**src/rtl/uart_pkg.sv**
```systemverilog
// Shared UART definitions: line-state type, clock/baud defaults and the
// default message-timeout derivation used by the receive controller.
package uart_pkg;

    localparam int CLK_FREQ  = 50_000_000;
    localparam int BAUD_RATE = 115_200;

    typedef enum logic {
        IDLE   = 1'b0,
        ACTIVE = 1'b1
    } rx_state_t;

    // Ten bit-times (start + 8 data + stop) expressed in clock cycles.
    function automatic int default_timeout(input int clk_freq, input int baud);
        return (10 * clk_freq) / baud;
    endfunction

endpackage

```
**src/rtl/uart_rx_fifo.sv**
```systemverilog
// Synchronous first-word-fall-through FIFO for received bytes.
// The head entry is presented directly from the storage array.
module uart_rx_fifo #(
    parameter int DEPTH  = 8,
    parameter int DATA_W = 8
) (
    input  logic                       clk,
    input  logic                       reset,
    input  logic                       push,
    input  logic [DATA_W-1:0]          push_data,
    input  logic                       pop,
    output logic [DATA_W-1:0]          rd_data,
    output logic [$clog2(DEPTH+1)-1:0] level,
    output logic                       full,
    output logic                       empty
);

    localparam int AW = (DEPTH > 1) ? $clog2(DEPTH) : 1;
    localparam int LW = $clog2(DEPTH + 1);

    logic [DATA_W-1:0] mem [DEPTH];
    logic [AW-1:0]     wr_ptr;
    logic [AW-1:0]     rd_ptr;
    logic [LW-1:0]     count;

    // Storage writes; cleared on reset so the head reads zero afterwards.
    always_ff @(posedge clk) begin
        if (reset) begin
            for (int i = 0; i < DEPTH; i++) begin
                mem[i] <= '0;
            end
        end else if (push) begin
            mem[wr_ptr] <= push_data;
        end
    end

    // Pointer and occupancy bookkeeping; pointers wrap naturally (DEPTH is 2^n).
    always_ff @(posedge clk) begin
        if (reset) begin
            wr_ptr <= '0;
            rd_ptr <= '0;
            count  <= '0;
        end else begin
            if (push) begin
                wr_ptr <= wr_ptr + 1'b1;
            end
            if (pop) begin
                rd_ptr <= rd_ptr + 1'b1;
            end
            case ({push, pop})
                2'b10:   count <= count + 1'b1;
                2'b01:   count <= count - 1'b1;
                default: count <= count;
            endcase
        end
    end

    assign rd_data = mem[rd_ptr];
    assign level   = count;
    assign full    = (count == LW'(DEPTH));
    assign empty   = (count == '0);

endmodule

```
**src/rtl/uart_rx_ctrl.sv**
```systemverilog
// Receive-side controller: buffers receiver byte strobes into a stream FIFO,
// flags dropped bytes, and signals end-of-message after line idleness.
module uart_rx_ctrl
    import uart_pkg::*;
#(
    parameter int DEPTH       = 8,
    parameter int DATA_W      = 8,
    parameter int TIMEOUT_CYC = default_timeout(CLK_FREQ, BAUD_RATE)
) (
    input  logic                       clk,
    input  logic                       reset,
    input  logic                       rx_valid,
    input  logic [DATA_W-1:0]          rx_data,
    output logic                       m_valid,
    output logic [DATA_W-1:0]          m_data,
    input  logic                       m_ready,
    output logic                       eom,
    output logic                       idle,
    output logic                       overflow,
    input  logic                       clr_overflow,
    output logic [$clog2(DEPTH+1)-1:0] level
);

    localparam int TW = (TIMEOUT_CYC > 1) ? $clog2(TIMEOUT_CYC) : 1;
    localparam logic [TW-1:0] TIMER_LAST = TW'(TIMEOUT_CYC - 1);

    logic fifo_full;
    logic fifo_empty;
    logic pop;
    logic push;

    rx_state_t     state_q, state_d;
    logic [TW-1:0] timer_q, timer_d;
    logic          eom_q,   eom_d;

    // A full FIFO still accepts a byte when the head leaves in the same cycle.
    assign m_valid = ~fifo_empty;
    assign pop     = m_valid & m_ready;
    assign push    = rx_valid & (~fifo_full | pop);

    uart_rx_fifo #(
        .DEPTH  (DEPTH),
        .DATA_W (DATA_W)
    ) u_fifo (
        .clk       (clk),
        .reset     (reset),
        .push      (push),
        .push_data (rx_data),
        .pop       (pop),
        .rd_data   (m_data),
        .level     (level),
        .full      (fifo_full),
        .empty     (fifo_empty)
    );

    // Sticky drop flag; a new drop outranks a simultaneous clear.
    always_ff @(posedge clk) begin
        if (reset) begin
            overflow <= 1'b0;
        end else begin
            overflow <= (rx_valid & ~push) | (overflow & ~clr_overflow);
        end
    end

    // Idle-timer state machine: every strobe (kept or dropped) restarts the timer.
    always_comb begin
        state_d = state_q;
        timer_d = timer_q;
        eom_d   = 1'b0;
        case (state_q)
            IDLE: begin
                if (rx_valid) begin
                    state_d = ACTIVE;
                    timer_d = '0;
                end
            end
            ACTIVE: begin
                if (rx_valid) begin
                    timer_d = '0;
                end else if (timer_q == TIMER_LAST) begin
                    state_d = IDLE;
                    timer_d = '0;
                    eom_d   = 1'b1;
                end else begin
                    timer_d = timer_q + 1'b1;
                end
            end
            default: begin
                state_d = IDLE;
                timer_d = '0;
            end
        endcase
    end

    // State, timer and end-of-message pulse registers.
    always_ff @(posedge clk) begin
        if (reset) begin
            state_q <= IDLE;
            timer_q <= '0;
            eom_q   <= 1'b0;
        end else begin
            state_q <= state_d;
            timer_q <= timer_d;
            eom_q   <= eom_d;
        end
    end

    assign eom  = eom_q;
    assign idle = (state_q == IDLE);

endmodule

```
**config.mk**
```make
export PLATFORM = sky130hd
export DESIGN_NAME = uart_rx_ctrl
export DESIGN_NICKNAME = d
export VERILOG_FILES = /design/src/rtl/uart_pkg.sv /design/src/rtl/uart_rx_fifo.sv /design/src/rtl/uart_rx_ctrl.sv
export SDC_FILE = /design/constraint.sdc
export NUM_CORES = 1
export LEC_CHECK = 0
export ABC_AREA = 0
export CAP_MARGIN = 20
export CELL_PAD_IN_SITES_DETAIL_PLACEMENT = 1
export CELL_PAD_IN_SITES_GLOBAL_PLACEMENT = 2
export CORE_ASPECT_RATIO = 1.2
export CORE_UTILIZATION = 41
export DETAILED_ROUTE_END_ITERATION = 8
export PLACE_DENSITY = 0.81
export SLEW_MARGIN = 40
export SYNTH_ARGS = -nofsm -noshare
export SYNTH_HDL_FRONTEND = slang
export SYNTH_SLANG_ARGS = --single-unit
```
**constraint.sdc**
```tcl
create_clock -name clk -period 2.89 [get_ports clk]
set_clock_uncertainty 0.2 [all_clocks]
set_input_delay 0.4335 -clock clk [delete_from_list [all_inputs] [get_ports clk]]
set_output_delay 0.4335 -clock clk [all_outputs]
set_load 0.05 [all_outputs]
```
# Word-level counts from Yosys, hierarchy flattened
# Memory sizes are Yosys's and may differ from the RTL's. A register that Yosys moved wholly into a read port is not among the register bits.
# Cells that the tools add are included.
# W data, S select, Z words.
dict set report word_totals {
  ff_bits 26
  latchBits 0
  ramBits 64
  mem_bits_ro 0
  output_inout_bits 16
  wordCells 53
  mem_count 1
}
dict set report classes {
  n_addsub 5
  n_mul 0
  div_mod_pow 0
  magnitude_cmp 0
  eq_ne 5
  n_shift 0
  muxes 20
  bitwise 11
  reduce_logical 4
}
# name words word_bits rd rd_clocked_by_memory_dff wr line_no
set memory_table {}
lappend memory_table {u_fifo.mem 8 8 1 1 8 uart_rx_fifo.sv:21} ;# logic [DATA_W-1:0] mem [DEPTH];
# cell n
set op_table {}
lappend op_table {{$mux W13} 3}
lappend op_table {{$pmux W13 S2} 1}
lappend op_table {{$add A13 B1 Y13 const B} 1}
lappend op_table {{$eq A13 B13 Y1 const B} 1}
lappend op_table {{$mux W1} 10}
lappend op_table {{$mux W3} 3}
lappend op_table {{$mux W8} 1}
lappend op_table {{$pmux W4 S2} 1}
lappend op_table {{$reduce_or A8 Y1} 1}
lappend op_table {{$add A3 B1 Y3 const B} 2}
lappend op_table {{$not A1 Y1} 5}
lappend op_table {{$add A4 B1 Y4 const B} 1}
lappend op_table {{$and A1 B1 Y1} 4}
lappend op_table {{$eq A4 B4 Y1 const B} 1}
lappend op_table {{$logic_not A4 Y1} 1}
lappend op_table {{$sub A4 B1 Y4 const B} 1}
lappend op_table {{$reduce_or A3 Y1} 1}
lappend op_table {{$eq A2 B1 Y1 const B} 1}
lappend op_table {{$eq A2 B2 Y1 const B} 1}
lappend op_table {{$ne A2 B2 Y1 const B} 1}
lappend op_table {{$or A1 B1 Y1} 2}
lappend op_table {{$pmux W1 S2} 1}
lappend op_table {{$reduce_bool A2 Y1} 1}

# Longest topological paths before layout
dict set report logic_depth {
  ltp_word 10
  depth_mapped 9
}

# By module
# A second synthesis with hierarchy kept.
dict set report hier_totals {
  cells_unflattened 336
  area_unflattened_um2 4424.2
}
# mod instances cells_per_inst area_per_inst_um2
set by_module_without_submodules {}
lappend by_module_without_submodules {uart_rx_fifo 1 238 3577.2}
lappend by_module_without_submodules {uart_rx_ctrl 1 98 847.1}

# Worst setup path before layout
# OpenSTA, ideal clock, no wires.
dict set report synth_timing {
  kind {register to register}
  start {register u_fifo.count[0] (netlist: u_fifo.level[0])}
  end {register u_fifo.count[3] (netlist: u_fifo.level[3])}
  setup_ns 0.079
  arrival_time_ns 2.372
  setup_slack_ns 0.239
  stages_incl_launch_ff 9
  n_path_buf 0
  period_less_slack_ns 2.651
  path_cell_list {dfxtp_1 > o41a_1 > nand2_1 > inv_1 > ha_1 > a21o_1 > a2111oi_0 > a22oi_1 > o211ai_1}
}
dict set report synth_via {
  elab_chain_cells 7
  elab_cells_between_ends 13
}
# element line_no
set synth_lines {}
lappend synth_lines {{start: declaration} uart_rx_fifo.sv:24} ;# logic [LW-1:0] count;
lappend synth_lines {{start signal: assignment} uart_rx_fifo.sv:51} ;# 2'b10: count <= count + 1'b1;
lappend synth_lines {{start signal: assignment} uart_rx_fifo.sv:52} ;# 2'b01: count <= count - 1'b1;
lappend synth_lines {{start signal: assignment} uart_rx_fifo.sv:53} ;# default: count <= count;
lappend synth_lines {{$logic_not A4 Y1} uart_rx_fifo.sv:61} ;# assign empty = (count == '0);
lappend synth_lines {{$not A1 Y1} uart_rx_ctrl.sv:37} ;# assign m_valid = ~fifo_empty;
lappend synth_lines {{$and A1 B1 Y1} uart_rx_ctrl.sv:38} ;# assign pop = m_valid & m_ready;
lappend synth_lines {{$or A1 B1 Y1} uart_rx_ctrl.sv:39} ;# assign push = rx_valid & (~fifo_full | pop);
lappend synth_lines {{$and A1 B1 Y1} uart_rx_ctrl.sv:39}
lappend synth_lines {{$eq A2 B1 Y1 / $eq A2 B2 Y1 (equally long branches)} uart_rx_fifo.sv:50} ;# case ({push, pop})
lappend synth_lines {{$pmux W4 S2 / $reduce_bool A2 Y1 (equally long branches)} --}
# Parallel ways exist; a longest one is shown, timed or not.
# A chain may end at the register's enable or synchronous reset.

# Worst setup path after layout
dict set report layout_timing {
  start {register u_fifo.count[0] (netlist: u_fifo.level[0])}
  end {output port m_valid}
}
dict set report layout_via {
  elab_chain_cells 2
}
# element line_no
set layout_lines {}
lappend layout_lines {{$logic_not A4 Y1} uart_rx_fifo.sv:61}
lappend layout_lines {{$not A1 Y1} uart_rx_ctrl.sv:37}
lappend layout_lines {{end: declaration} uart_rx_ctrl.sv:14} ;# output logic m_valid,
# Every way passes these cells.

==> out/metrics.cfg <==
[yosys]
syn-cell-area_sq_um=4440
synthFlopType=edfxtp_1
async_flop_share=0
ys_seq_area_frac=0.563
netlist-cell-type-count=55
syn-num-nets=367
syn_avg_cell_area_sq_um=12.8
ys_ff_latch=93
yosysWarnings=0
syn_inst=348
synth_enable_flop_cells=64

[layout]
final_cell_mix=and2_1 (66), edfxtp_1 (64), dfxtp_1 (29)
n_antenna_cell=0
area_growth_pct=15.9
final_common_cell=and2_1
layout-drive-gt1-share=0.183
fin_area_sq_um=5150
layout.nets=403

[power]
ir_worst_vdd_uv=534
p_leak_nw=1.85
fin_total_pwr_mw=3.82
power_density_nw_per_um2=741

[cts]
path_clk_slew_ns=0.06
hold_buffers=0
clkLatencyLatePin_ns=0.34
cts_resized=0
cts-root-buf=clkbuf_16
htreeDepth=3
cts_buffers=9
cts_tree=yes
clkSinkCount=93
clockBufferDepth=2
cts_setup_buffers=0

[worst_setup_path]
startpoint_type=register
arrival_ns=2.13
path_class=register to output pin
crit_path_end_kind=output pin
crit_fanout=8
cp.required_ns=2.26

[drt]
vias_per_cell=5.41
wirelength_um=9830
via_count=2804
firstDrtPassIters=4
ant_nets=0
drt_iter0_markers=75
drcViolationCount=0
wire_per_inst_um=19.0

[sta]
min_period_over_period=0.955
setup_viol=0
tightest_slew_ns=0.608
drv_slew=0
whs_ns=0.288
setup_tns_ns=0
rsz0062_at_grt=no
fin_crit_ns=2.76
max-slew-margin-rel=0.589
hold_viol=0
fin_ws_ns=0.129
fmax_mhz=362

[grt]
grt_max_degree=19
grt-ovfl-total=0
grt_pass1_wl_um=16100
grt_antenna_before_repair=0
grt_usage=0.191
grt_pass1_vias=3013

[placement]
routabilityCongestion=0.794
place_area_sq_um=4890
post-dp-hpwl_um=6880
pre_cts_slack_ns=0.112
port_buffers=28

[job]
max_cap_viol_count=0

[die]
die_h_um=116
fp-row-count=41
core-area_sq_um=10500
ioPinCount=29
die-area_sq_um=11300
die_w_um=97.0
initial_core_util=0.422

[status]
status=completed

[worst_hold_path]
hold_path.class=register to register

==> flip-flops by register name, indices dropped and copies added, names as in the netlist, named ones only <==
signal         count
eom                1
u_fifo.mem        64
state_q            1
overflow           1
timer_q           13
u_fifo.wr_ptr      3
u_fifo.rd_ptr      3
u_fifo.level       4
==> routing by layer <==
metal,track usage,share of wire
met3,0.0356,0.022
met1,0.219,0.42
met4,0.0746,0.015
met2,0.354,0.55
met5,0,0
==> cells in the mapped netlist, types with 6 or more instances <==
master | number | area (sq um)
clkbuf_1 | 8 | 30.0
mux2_2 | 8 | 90.1
a31oi_1 | 12 | 75.1
dfxtp_1 | 29 | 581
a21oi_1 | 8 | 40.0
or2_1 | 8 | 50.1
nand3_1 | 10 | 50.1
and2_1 | 66 | 413
nand2_1 | 14 | 52.6
xor2_1 | 6 | 52.6
edfxtp_1 | 64 | 1920
nor2_1 | 17 | 63.8
inv_1 | 7 | 26.3
mux4_2 | 16 | 360
==> path summary, 6_finish.rpt <==
path,startpoint,to,slack (ns),cells after the start
max,u_fifo.level[0],m_valid,0.13,3
max reg2reg,u_fifo.level[3],u_fifo.level[3],0.47,8
min,overflow,overflow,0.29,2
min reg2reg,overflow,overflow,0.29,2
==> kinds of logic (layout without fill, tap and decap cells) <==
kind of cell / after synthesis / after routing / synth area share
mux: 26 / 26 / 0.106
fa+ha+maj: 6 / 6 / 0.0186
simple gates: 147 / 147 / 0.199
buf+inv: 24 / 65 / 0.0242
compound gates: 45 / 45 / 0.0747
flops: 93 / 93 / 0.563
xor+xnor: 7 / 7 / 0.0138
==> metrics by stage <==
| stage | utilization | cells |
|---|---|---|
| after floorplan | - | 348 |
| after global placement | 0.465 | 502 |
| after detailed placement | 0.465 | 502 |
| after CTS | 0.490 | 518 |
| after global routing | 0.490 | 518 |
| final | 0.490 | 518 |
==> where the power goes <==
| group | switching [mW] | total, mW | internal (mW) |
|---|---|---|---|
| clock | 0.487 | 1.07 | 0.581 |
| sequential | 0.0751 | 1.59 | 1.52 |
| combinational | 0.682 | 1.16 | 0.473 |
==> critical path, cell delays in order (launching register included) <==
cell	delay, ns
dfxtp_1	0.38
or3_1	0.42
or2_2	0.28
clkdlybuf4s50_1	0.70
==> area by class of cell <==
class	instances	area, sq um
repair buffers	42	365
clock buffers	12	236
multi-input cells	231	1830
fillers	1082	5370
clock inverters	4	25.0
well taps	129	161
flip-flops and latches	93	2500
inverters	7	26.3
(Power assumes the default switching activity.)
==> RTL change (same settings) <==
Put a register stage on the output `level`, without a reset. The value now appears one clock later. The other outputs are not delayed to match.
--- a/src/rtl/uart_rx_ctrl.sv
+++ b/src/rtl/uart_rx_ctrl.sv
@@ -26,2 +26,4 @@
 
+    logic [$clog2(DEPTH+1)-1:0] level_d;
+
     logic fifo_full;
@@ -50,3 +52,3 @@
         .rd_data   (m_data),
-        .level     (level),
+        .level     (level_d),
         .full      (fifo_full),
@@ -110,2 +112,6 @@
 
+    always_ff @(posedge clk) begin
+        level <= level_d;
+    end
+
 endmodule
Behaviour: not the same (Yosys sat finds a counterexample within 4 cycles, from zero or initial values and one cycle with reset high).
==> RTL change against the unedited design <==
- total power rose by 7.7%
- clock power rose by 21%
- sequential cell count rose by 4
- routed wire length rose by 3.5%
- area after synthesis rose by 1.2%
- setup slack improved by 3.3 ps
- hold slack got worse by 50 ps
- cell area rose by 2.7%
==> RTL change: results (changes against the unedited design) <==
| Metric | Value |
|---|---|
| Peak supply drop | 0.681 mV (+28%) |
| GR Layer Usage met1 | 22.0% (+0.13 points) |
| Ys Warns | 0 (unchanged) |
| Post-synth top cells | and2_1 (66), edfxtp_1 (64), dfxtp_1 (33) |
| Leak Pwr | 0.00194 uW (+5.1%) |
| Post-synthesis xor/xnor area fraction | 1.56% (+0.18 points) |
| First-pass GRT wire length | 16.2 mm (+0.94%) |
| WL final | 10.2 mm (+3.5%) |
| Post-Synthesis Cells | 348 (unchanged) |
| Placed cells | 506 (+0.80%) |
| Via/cell ratio | 5.45 (+0.76%) |
| Reg power frac | 40.6% (-1.1 points) |
| Status | finished clean |
| Routability cong. | 0.768 (-3.2%) |
| Nets | 407 (+0.99%) |
| Layout cells sized above 1 | 20.6% (+2.4 points) |
| Sequential share of the synthesized area | 57.4% (+1.1 points) |
| Mapped Area | 4500 um^2 (+1.2%) |
| Clock share of power | 31.5% (+3.5 points) |
| Hold Path Depth | 0 (-2) |
| Root Driver | clkbuf_16 |
| Number of distinct library cells after synthesis | 58 (+5.5%) |
| Compound-gate portion of the synthesized area | 7.10% (-0.37 points) |
| Final core utilization | 50.0% (+1.1 points) |
| Post-synthesis mux area share | 10.5% (-0.13 points) |
| WL met2 | 5.61 mm (+4.7%) |
| Initial antenna violation count | 0 (unchanged) |
| Vias in the first global route | 3049 (+1.2%) |
| Crit path max-delay family | buffers and inverters |
| Met3 wire length | 232 um (+5.5%) |
| WL/cell | 19.5 um (+2.7%) |
| Detailed placement HPWL | 7.23 mm (+5.1%) |
| Int Power | 2830 uW (+9.9%) |
| Post-Synth Adder-Cell Area | 1.84% (-0.022 points) |
| GR Layer Usage met3 | 4.61% (+1.0 points) |
| Leading post-synthesis cells by cell area | edfxtp_1 (43%), dfxtp_1 (15%), and2_1 (9.2%) |
| Fillers | 1084 (+0.18%) |
| DP Area | 4970 um^2 (+1.6%) |
| Worst Tran Pin Value | 537 ps (-71.5 ps) |
| Crit path DAT | 2120 ps |
| Aggregate global-route resource usage | 19.3% (+0.19 points) |
| M1 wire length | 4.23 mm (+3.1%) |
| Largest net degree at the start of global routing | 17 (-2) |
| Met2 Use GR | 36.0% (+0.59 points) |
| Crit-path max FO | 8 (unchanged) |
| Antenna cells | 0 (unchanged) |
RTL change: changes by cell type after synthesis, moves of 4 or more:
cell,unedited run,this run
a31oi_1,12,7
nor3_2,0,4
or2_2,2,6
dfxtp_1,29,33
nor3_4,4,0
or2_1,8,4
RTL change: final cells by class:
class | count | share of cell area, %
Sequential cell | 97 | 48.9
Multi-Input combinational cell | 229 | 34.4
Clock inverter | 7 | 1.78
Inverter | 7 | 0.497
Timing Repair Buffer | 44 | 7.20
Tap cell | 129 | 3.05
Clock buffer | 9 | 4.26
RTL change: per-stage QoR:
step,setup WS (ps),total power [uW],hold WS [ps]
floorplan,475,2510,196
global placement,222,2840,222
detailed placement,148,2860,236
CTS,111,4170,240
global route,34.6,4310,260
finish,132,4110,239
RTL change: worst paths after layout:
kind | end | from | slack, ps
worst min register to register | level[2] | u_fifo.level[2] | 240
worst min-delay path | level[2] | u_fifo.level[2] | 240
worst max register to register | u_fifo.level[3] | u_fifo.level[3] | 420
worst max-delay path | m_valid | u_fifo.level[0] | 130
